## src/rtl/ov7670_pkg.sv

```systemverilog
// ov7670_pkg: shared types and constants for the OV7670 configuration sequencer.
//   state_e        - sequencer FSM states
//   CMD_END        - register-table end marker
//   CMD_DELAY      - register-table delay command
//   OV7670_SCCB_ID - camera SCCB write address
package ov7670_pkg;

    typedef enum logic [3:0] {
        StIdle,
        StHwrst,
        StPwrup,
        StFetch,
        StDecode,
        StSend,
        StDelay,
        StSettle,
        StDone,
        StError
    } state_e;

    localparam logic [15:0] CMD_END        = 16'hFFFF;
    localparam logic [15:0] CMD_DELAY      = 16'hFFF0;
    localparam logic [7:0]  OV7670_SCCB_ID = 8'h42;

    function automatic int unsigned max2(input int unsigned a, input int unsigned b);
        return (a > b) ? a : b;
    endfunction

endpackage

```

## src/rtl/ov7670_config_seq_if.sv

```systemverilog
// ov7670_config_seq_if: request/acknowledge link between the configuration
// sequencer (master) and the SCCB byte sender (slave).
//   sccb_send  - master holds high while an entry is offered
//   sccb_taken - one-cycle acknowledge from the sender
//   sccb_id    - device address (constant)
//   sccb_reg   - register address, stable while sccb_send is high
//   sccb_val   - register value, stable while sccb_send is high
interface ov7670_config_seq_if;

    logic       sccb_send;
    logic       sccb_taken;
    logic [7:0] sccb_id;
    logic [7:0] sccb_reg;
    logic [7:0] sccb_val;

    modport master (
        output sccb_send,
        output sccb_id,
        output sccb_reg,
        output sccb_val,
        input  sccb_taken
    );

    modport slave (
        input  sccb_send,
        input  sccb_id,
        input  sccb_reg,
        input  sccb_val,
        output sccb_taken
    );

endinterface

```

## src/rtl/ov7670_config_seq.sv

```systemverilog
// ov7670_config_seq: powers up the OV7670, walks the register-table ROM and
// feeds each write to the SCCB sender, then enables pixel capture.
// Ports:
//   clk, rst_n      - system clock, synchronous active-low reset
//   start           - one-cycle pulse, (re)runs the sequence from IDLE/DONE/ERROR
//   tbl_addr        - ROM address; tbl_data is valid one cycle later
//   tbl_data        - ROM word {reg, val}, or CMD_END / CMD_DELAY
//   sccb            - master side of the SCCB sender handshake
//   cam_reset_n     - camera hardware reset pin
//   cam_pwdn        - camera power-down pin (high only in IDLE)
//   busy            - sequence in progress (HWRST through SETTLE)
//   config_done     - sequence finished successfully
//   error           - sender never acknowledged an entry
//   capture_en      - gates the pixel-capture write path
module ov7670_config_seq
    import ov7670_pkg::*;
#(
    parameter int unsigned CLK_HZ      = 50_000_000,
    parameter int unsigned RST_LOW_CYC = CLK_HZ / 1000,
    parameter int unsigned PWRUP_CYC   = CLK_HZ / 1000,
    parameter int unsigned DELAY_CYC   = CLK_HZ / 100,
    parameter int unsigned SETTLE_CYC  = CLK_HZ / 5,
    parameter int unsigned TIMEOUT_CYC = CLK_HZ / 100,
    parameter int unsigned AW          = 8
) (
    input  logic          clk,
    input  logic          rst_n,
    input  logic          start,
    output logic [AW-1:0] tbl_addr,
    input  logic [15:0]   tbl_data,
    ov7670_config_seq_if.master sccb,
    output logic          cam_reset_n,
    output logic          cam_pwdn,
    output logic          busy,
    output logic          config_done,
    output logic          error,
    output logic          capture_en
);

    localparam int unsigned CntMax = max2(max2(max2(RST_LOW_CYC, PWRUP_CYC),
                                               max2(DELAY_CYC, SETTLE_CYC)), TIMEOUT_CYC);
    localparam int unsigned CW = (CntMax > 1) ? $clog2(CntMax) : 1;

    // Loaded with N-1 on entry so a timed state lasts exactly N cycles.
    localparam logic [CW-1:0] RstLd     = CW'(RST_LOW_CYC - 1);
    localparam logic [CW-1:0] PwrupLd   = CW'(PWRUP_CYC - 1);
    localparam logic [CW-1:0] DelayLd   = CW'(DELAY_CYC - 1);
    localparam logic [CW-1:0] SettleLd  = CW'(SETTLE_CYC - 1);
    localparam logic [CW-1:0] TimeoutLd = CW'(TIMEOUT_CYC - 1);

    state_e        state_q, state_d;
    logic [CW-1:0] cnt_q, cnt_d;
    logic [AW-1:0] addr_q, addr_d;
    logic [7:0]    reg_q, reg_d;
    logic [7:0]    val_q, val_d;
    logic          send_q, rst_n_pin_q, pwdn_q, busy_q, done_q, error_q, capture_q;
    logic          cnt_zero, last_entry;

    assign cnt_zero   = (cnt_q == '0);
    assign last_entry = (addr_q == '1);

    always_comb begin
        state_d = state_q;
        cnt_d   = cnt_q;
        addr_d  = addr_q;
        reg_d   = reg_q;
        val_d   = val_q;
        unique case (state_q)
            StIdle, StDone, StError: begin
                if (start) begin
                    state_d = StHwrst;
                    cnt_d   = RstLd;
                end
            end
            StHwrst: begin
                if (cnt_zero) begin
                    state_d = StPwrup;
                    cnt_d   = PwrupLd;
                end else begin
                    cnt_d = cnt_q - CW'(1);
                end
            end
            StPwrup: begin
                if (cnt_zero) begin
                    state_d = StFetch;
                    addr_d  = '0;
                end else begin
                    cnt_d = cnt_q - CW'(1);
                end
            end
            StFetch: state_d = StDecode;
            StDecode: begin
                if (tbl_data == CMD_END) begin
                    state_d = StSettle;
                    cnt_d   = SettleLd;
                end else if (tbl_data == CMD_DELAY) begin
                    state_d = StDelay;
                    cnt_d   = DelayLd;
                end else begin
                    state_d = StSend;
                    cnt_d   = TimeoutLd;
                    reg_d   = tbl_data[15:8];
                    val_d   = tbl_data[7:0];
                end
            end
            StSend, StDelay: begin
                // Acknowledge wins over a timeout landing on the same cycle.
                if ((state_q == StSend && sccb.sccb_taken && send_q) ||
                    (state_q == StDelay && cnt_zero)) begin
                    addr_d = addr_q + AW'(1);
                    // Running off the top of the table counts as its end.
                    if (last_entry) begin
                        state_d = StSettle;
                        cnt_d   = SettleLd;
                    end else begin
                        state_d = StFetch;
                    end
                end else if (cnt_zero) begin
                    state_d = StError;
                end else begin
                    cnt_d = cnt_q - CW'(1);
                end
            end
            StSettle: begin
                if (cnt_zero) begin
                    state_d = StDone;
                end else begin
                    cnt_d = cnt_q - CW'(1);
                end
            end
            default: state_d = StIdle;
        endcase
    end

    // Outputs are registered from the next state so they line up with it.
    always_ff @(posedge clk) begin
        if (!rst_n) begin
            state_q     <= StIdle;
            cnt_q       <= '0;
            addr_q      <= '0;
            reg_q       <= '0;
            val_q       <= '0;
            send_q      <= 1'b0;
            rst_n_pin_q <= 1'b1;
            pwdn_q      <= 1'b1;
            busy_q      <= 1'b0;
            done_q      <= 1'b0;
            error_q     <= 1'b0;
            capture_q   <= 1'b0;
        end else begin
            state_q     <= state_d;
            cnt_q       <= cnt_d;
            addr_q      <= addr_d;
            reg_q       <= reg_d;
            val_q       <= val_d;
            send_q      <= (state_d == StSend);
            rst_n_pin_q <= (state_d != StHwrst);
            pwdn_q      <= (state_d == StIdle);
            busy_q      <= (state_d inside {StHwrst, StPwrup, StFetch, StDecode,
                                            StSend, StDelay, StSettle});
            done_q      <= (state_d == StDone);
            error_q     <= (state_d == StError);
            capture_q   <= (state_d == StDone);
        end
    end

    assign tbl_addr       = addr_q;
    assign sccb.sccb_send = send_q;
    assign sccb.sccb_id   = OV7670_SCCB_ID;
    assign sccb.sccb_reg  = reg_q;
    assign sccb.sccb_val  = val_q;
    assign cam_reset_n    = rst_n_pin_q;
    assign cam_pwdn       = pwdn_q;
    assign busy           = busy_q;
    assign config_done    = done_q;
    assign error          = error_q;
    assign capture_en     = capture_q;

endmodule

```

## src/flat_wrapper.sv

```systemverilog
// flat-port wrapper written by rule: the top's interface ports become plain ports
module ov7670_config_seq_flat import ov7670_pkg::*;
#(
    parameter int unsigned CLK_HZ      = 50_000_000,
    parameter int unsigned RST_LOW_CYC = CLK_HZ / 1000,
    parameter int unsigned PWRUP_CYC   = CLK_HZ / 1000,
    parameter int unsigned DELAY_CYC   = CLK_HZ / 100,
    parameter int unsigned SETTLE_CYC  = CLK_HZ / 5,
    parameter int unsigned TIMEOUT_CYC = CLK_HZ / 100,
    parameter int unsigned AW          = 8
)
  (clk, rst_n, start, tbl_addr, tbl_data, cam_reset_n, cam_pwdn, busy, config_done, error, capture_en, sccb_sccb_send, sccb_sccb_id, sccb_sccb_reg, sccb_sccb_val, sccb_sccb_taken);
  ov7670_config_seq_if sccb_i ();
  input  logic clk;
  input  logic rst_n;
  input  logic start;
  output logic [AW-1:0] tbl_addr;
  input  logic [15:0] tbl_data;
  output logic cam_reset_n;
  output logic cam_pwdn;
  output logic busy;
  output logic config_done;
  output logic error;
  output logic capture_en;
  output wire logic [$bits(sccb_i.sccb_send)-1:0] sccb_sccb_send;
  output wire logic [$bits(sccb_i.sccb_id)-1:0] sccb_sccb_id;
  output wire logic [$bits(sccb_i.sccb_reg)-1:0] sccb_sccb_reg;
  output wire logic [$bits(sccb_i.sccb_val)-1:0] sccb_sccb_val;
  input wire logic [$bits(sccb_i.sccb_taken)-1:0] sccb_sccb_taken;
  assign sccb_sccb_send = sccb_i.sccb_send;
  assign sccb_sccb_id = sccb_i.sccb_id;
  assign sccb_sccb_reg = sccb_i.sccb_reg;
  assign sccb_sccb_val = sccb_i.sccb_val;
  assign sccb_i.sccb_taken = sccb_sccb_taken;
  ov7670_config_seq #(.CLK_HZ(CLK_HZ), .RST_LOW_CYC(RST_LOW_CYC), .PWRUP_CYC(PWRUP_CYC), .DELAY_CYC(DELAY_CYC), .SETTLE_CYC(SETTLE_CYC), .TIMEOUT_CYC(TIMEOUT_CYC), .AW(AW)) u_core (.clk(clk), .rst_n(rst_n), .start(start), .tbl_addr(tbl_addr), .tbl_data(tbl_data), .sccb(sccb_i), .cam_reset_n(cam_reset_n), .cam_pwdn(cam_pwdn), .busy(busy), .config_done(config_done), .error(error), .capture_en(capture_en));
endmodule
```

## config.mk

```make
export PLATFORM = sky130hd
export DESIGN_NAME = ov7670_config_seq_flat
export DESIGN_NICKNAME = d
export VERILOG_FILES = /design/src/rtl/ov7670_pkg.sv /design/src/rtl/ov7670_config_seq_if.sv /design/src/rtl/ov7670_config_seq.sv /design/src/flat_wrapper.sv
export SDC_FILE = /design/constraint.sdc
export NUM_CORES = 1
export LEC_CHECK = 0
export ABC_CLOCK_PERIOD_IN_PS = 2600
export CORE_AREA = 2 2 89 91
export DETAILED_ROUTE_END_ITERATION = 10
export DIE_AREA = 0 0 91 93
export HOLD_SLACK_MARGIN = 0.12
export PLACE_DENSITY = 0.72
export SETUP_SLACK_MARGIN = 0.02
export SLEW_MARGIN = 5
export SYNTH_ARGS = -nofsm -noshare
export SYNTH_HDL_FRONTEND = slang
export SYNTH_SLANG_ARGS = --single-unit
```

## constraint.sdc

```tcl
create_clock -name clk -period 2.6 [get_ports clk]
set_input_delay 0.65 -clock clk [delete_from_list [all_inputs] [get_ports clk]]
set_output_delay 0.65 -clock clk [all_outputs]
set_load 0.03 [all_outputs]
```

==> metrics.md <==
| Metric | Value |
|---|---|
| Area leader, netlist | `dfxtp_1` |
| Synthesized area | `3308 um^2` |
| Final std cells w/o fill | `just over 600` |
| Slowest stage cell, crit path | `or4_4` |
| Primary FF master, synth | `dfxtp_1` |
| Minimum clock period | `approximately 2600 ps` |
| DRT Pass-1 Iters | `5` |
| First-pass GRT wire length | `15,900 um` |
| Main area contributors after synthesis | `dfxtp_1 (35%), nor2_1 (6.7%), mux2i_1 (4.8%)` |
| Clock Latency Late Sink | `350 ps` |
| Worst Reg-to-Reg Cells | `7` |
| Final WL | `9372 um` |
| Gr usage total | `0.2298` |
| Root Buffer | `clkbuf_8` |
| Most common cell in the netlist | `nor2_1` |
| Cts hold-fix bufs | `0` |
| WL per Instance | `15.24 um` |
| Crit path launch type | `flip-flop` |
| Initial DRC Count | `335` |
| CP dominant cell by count | `or4_4` |
| Max reg flops | `24` |
| Post-synth EDFFs | `0` |
| Fraction of synthesis flops using an asynchronous set or reset pin | `0` |
| Synth warn | `0` |
| Status | `finished clean` |
| Number of antenna-violating nets in the routed design | `0` |
| Nets | `532` |
| Chip Height | `a little over 90 um` |
| Worst slew margin | `0.6109` |
| Rows | `32` |
| Synthesized instance count | `423` |
| R2r startpoint | `u_core.cnt_q[17]` |
| Tcrit/Tclk final | `0.9942` |
| Critical path peak fanout | `3` |
| Final setup viols | `0` |
| Final Util | `0.5889` |
| Core footprint | `7527 um^2` |
| Area grow syn2layout | `34.00%` |
| Max-cap viol count | `0` |
| Hold depth | `2` |
| Sequential area share after synthesis | `0.3510` |
| Remaining global-route overflow | `0` |
| Sink Count | `58` |
| HPWL after DPL | `6659 um` |
| Die W | `91 um` |
| CTS Buf Count | `9` |
| CP peak stage delay | `between 500 and 600 ps` |
| Worst-Margin Slew | `582.3 ps` |
| Worst min-delay path category | `flip-flop to flip-flop` |
| Power, Total | `approximately 2.6 mW` |
| Pins Over Slew Limit | `0` |
| Crit path DAT | `2820 ps` |
| Clk buf depth | `2` |
| Vias per Instance | `5.795` |
| Post-synth top cells | `nor2_1 (59), dfxtp_1 (58), o21ai_0 (32)` |
| Number of diodes | `0` |
| CTS tree | `yes` |
| Largest net degree at the start of global routing | `32` |
| I/O Buffers | `50` |
| Clock Skews | `7.598 ps` |
| Data required time of the worst path | `~2800 ps` |
| Hold Path End | `u_core.sccb.sccb_reg[4]` |
| Placer Congestion | `0.8805` |
| Vias in the first global route | `about 3.4k` |
| FF-to-FF End | `u_core.cnt_q[0]` |
| Netlist cell types | `60` |
| Crit path cell chain | `or4_4, or4_4, or3_1, ha_1, a21oi_1, nor2_1, o221a_2` |
| Largest reg by FF count | `u_core.cnt_q` |
| R2r setup slk | `approximately 15 ps` |
| Lkg Pwr | `1.700 nW` |
| Hold_sp | `u_core.sccb.sccb_reg[4]` |
| Initial antenna violation count | `0` |
| Via count | `about 3.6k` |
| Starting density of the core | `0.4395` |
| CP Capture Type | `flip-flop` |
| Io pins | `59` |
| Final instance area | `4433 um^2` |
| Share of the synthesized area in the top cell type | `0.3510` |
| Fmax | `roughly 390 MHz` |
| Residual DRC | `0` |
| Dpl cell area | `4183 um^2` |
| H-tree lvl count | `3` |
| Syn Area/Cell | `7.821 um^2` |
| Placed Instances | `about 600` |
| Register bit total from synthesis | `58` |
| Layout cells sized above 1 | `0.1676` |
| Clock transition at path regs | `60 ps` |
| PwrDens | `593.9 nW/um^2` |
| WS Path Type | `flip-flop to flip-flop` |
| DIE AREA | `8463 um^2` |
| RSZ-0062 raised after global routing | `true` |
| Worst vdd ir | `0.3109 mV` |
| Final Hold Fails | `0` |
==> cell usage in the layout (no fill, tap or decap), types with 5 or more instances in the layout <==
cell,instances
nor3b_1,5
xnor2_1,6
a21oi_1,26
nor4_1,11
a211oi_1,8
buf_4,52
nor3_1,13
o21ai_0,30
mux2i_1,16
conb_1,8
xor2_1,7
clkdlybuf4s50_1,50
clkbuf_8,11
nand4_1,11
dfxtp_1,56
inv_1,7
nand3_1,9
a31oi_1,6
nand2b_1,8
nand2_1,30
o211ai_1,5
nor2_1,59
or4_1,5
==> timing repair <==
action	in CTS	in global routing
gates resized for setup	2	5
setup endpoints to repair	24	23
setup buffers	2	1
gates cloned	0	0
pin swaps	10	5
==> kinds of logic (layout without fill, tap and decap cells) <==
group	Yosys count	in the layout	synth area share
xor+xnor	13	13	0.03442
other cells	2	8	0.002270
flops	58	58	0.3510
compound gates	108	108	0.2088
fa+ha+maj	4	4	0.01513
buf+inv	43	127	0.06164
simple gates	179	179	0.2784
mux	16	16	0.04841
==> power by group <==
group / internal, mW / switching [mW]
clock: 0.489 / 0.373
combinational: 0.336 / 0.433
sequential: 0.939 / 0.0627
total: 1.76 / 0.869
==> area by class of cell <==
cell class              instances  area, um^2
clock buffers                  11       151.4
clock inverters                 5       52.55
fillers                       728        3094
inverters                       8       30.03
multi-input cells             328        1997
flip-flops and latches         58        1164
well taps                     102       127.6
repair buffers                103       910.9
==> per-stage QoR <==
stage | TNS (ps) | hold slack, ps | setup WS (ps)
global route | -329.4 | 531.4 | -62.25
finish | 0 | 494.4 | 15.18
global placement | -4805 | 472.2 | -244.4
detailed placement | -7810 | 485.6 | -399.1
CTS | -41.74 | 496.5 | -41.74
floorplan | -7.161 | 457.9 | -7.161
==> worst max-delay path by stage <==
stage	from	to	slack [ps]	depth (start not counted)
2_1_floorplan	u_core.cnt_q[19]	u_core.tbl_addr[4]	-7	7
6_report	u_core.cnt_q[17]	u_core.cnt_q[0]	20	7
3_5_place_dp	tbl_data[14]	u_core.sccb.sccb_reg[3]	-400	7
3_3_place_gp	tbl_data[14]	u_core.sccb.sccb_reg[7]	-240	7
4_1_cts	u_core.cnt_q[17]	u_core.tbl_addr[7]	-40	7
5_1_grt	u_core.cnt_q[17]	u_core.tbl_addr[4]	-60	7
==> critical path: cells and delay by family (launching register included) <==
| kind | cells | cell delay [ps] |
|---|---|---|
| compound gates | 2 | 360 |
| fa+ha+maj | 1 | 320 |
| flops | 1 | 320 |
| simple gates | 4 | 1480 |
==> per-layer routing <==
| metal | wire length (um) | track usage | up-vias |
|---|---|---|---|
| li1 | - | - | 1699 |
| met1 | 4007 | 0.2780 | 1671 |
| met5 | 0 | 0 | - |
| met3 | 729 | 0.05721 | 19 |
| met2 | 4497 | 0.3981 | 175 |
| met4 | 138 | 0.08081 | 0 |
Note: power is estimated with default switching activity, not from simulation.
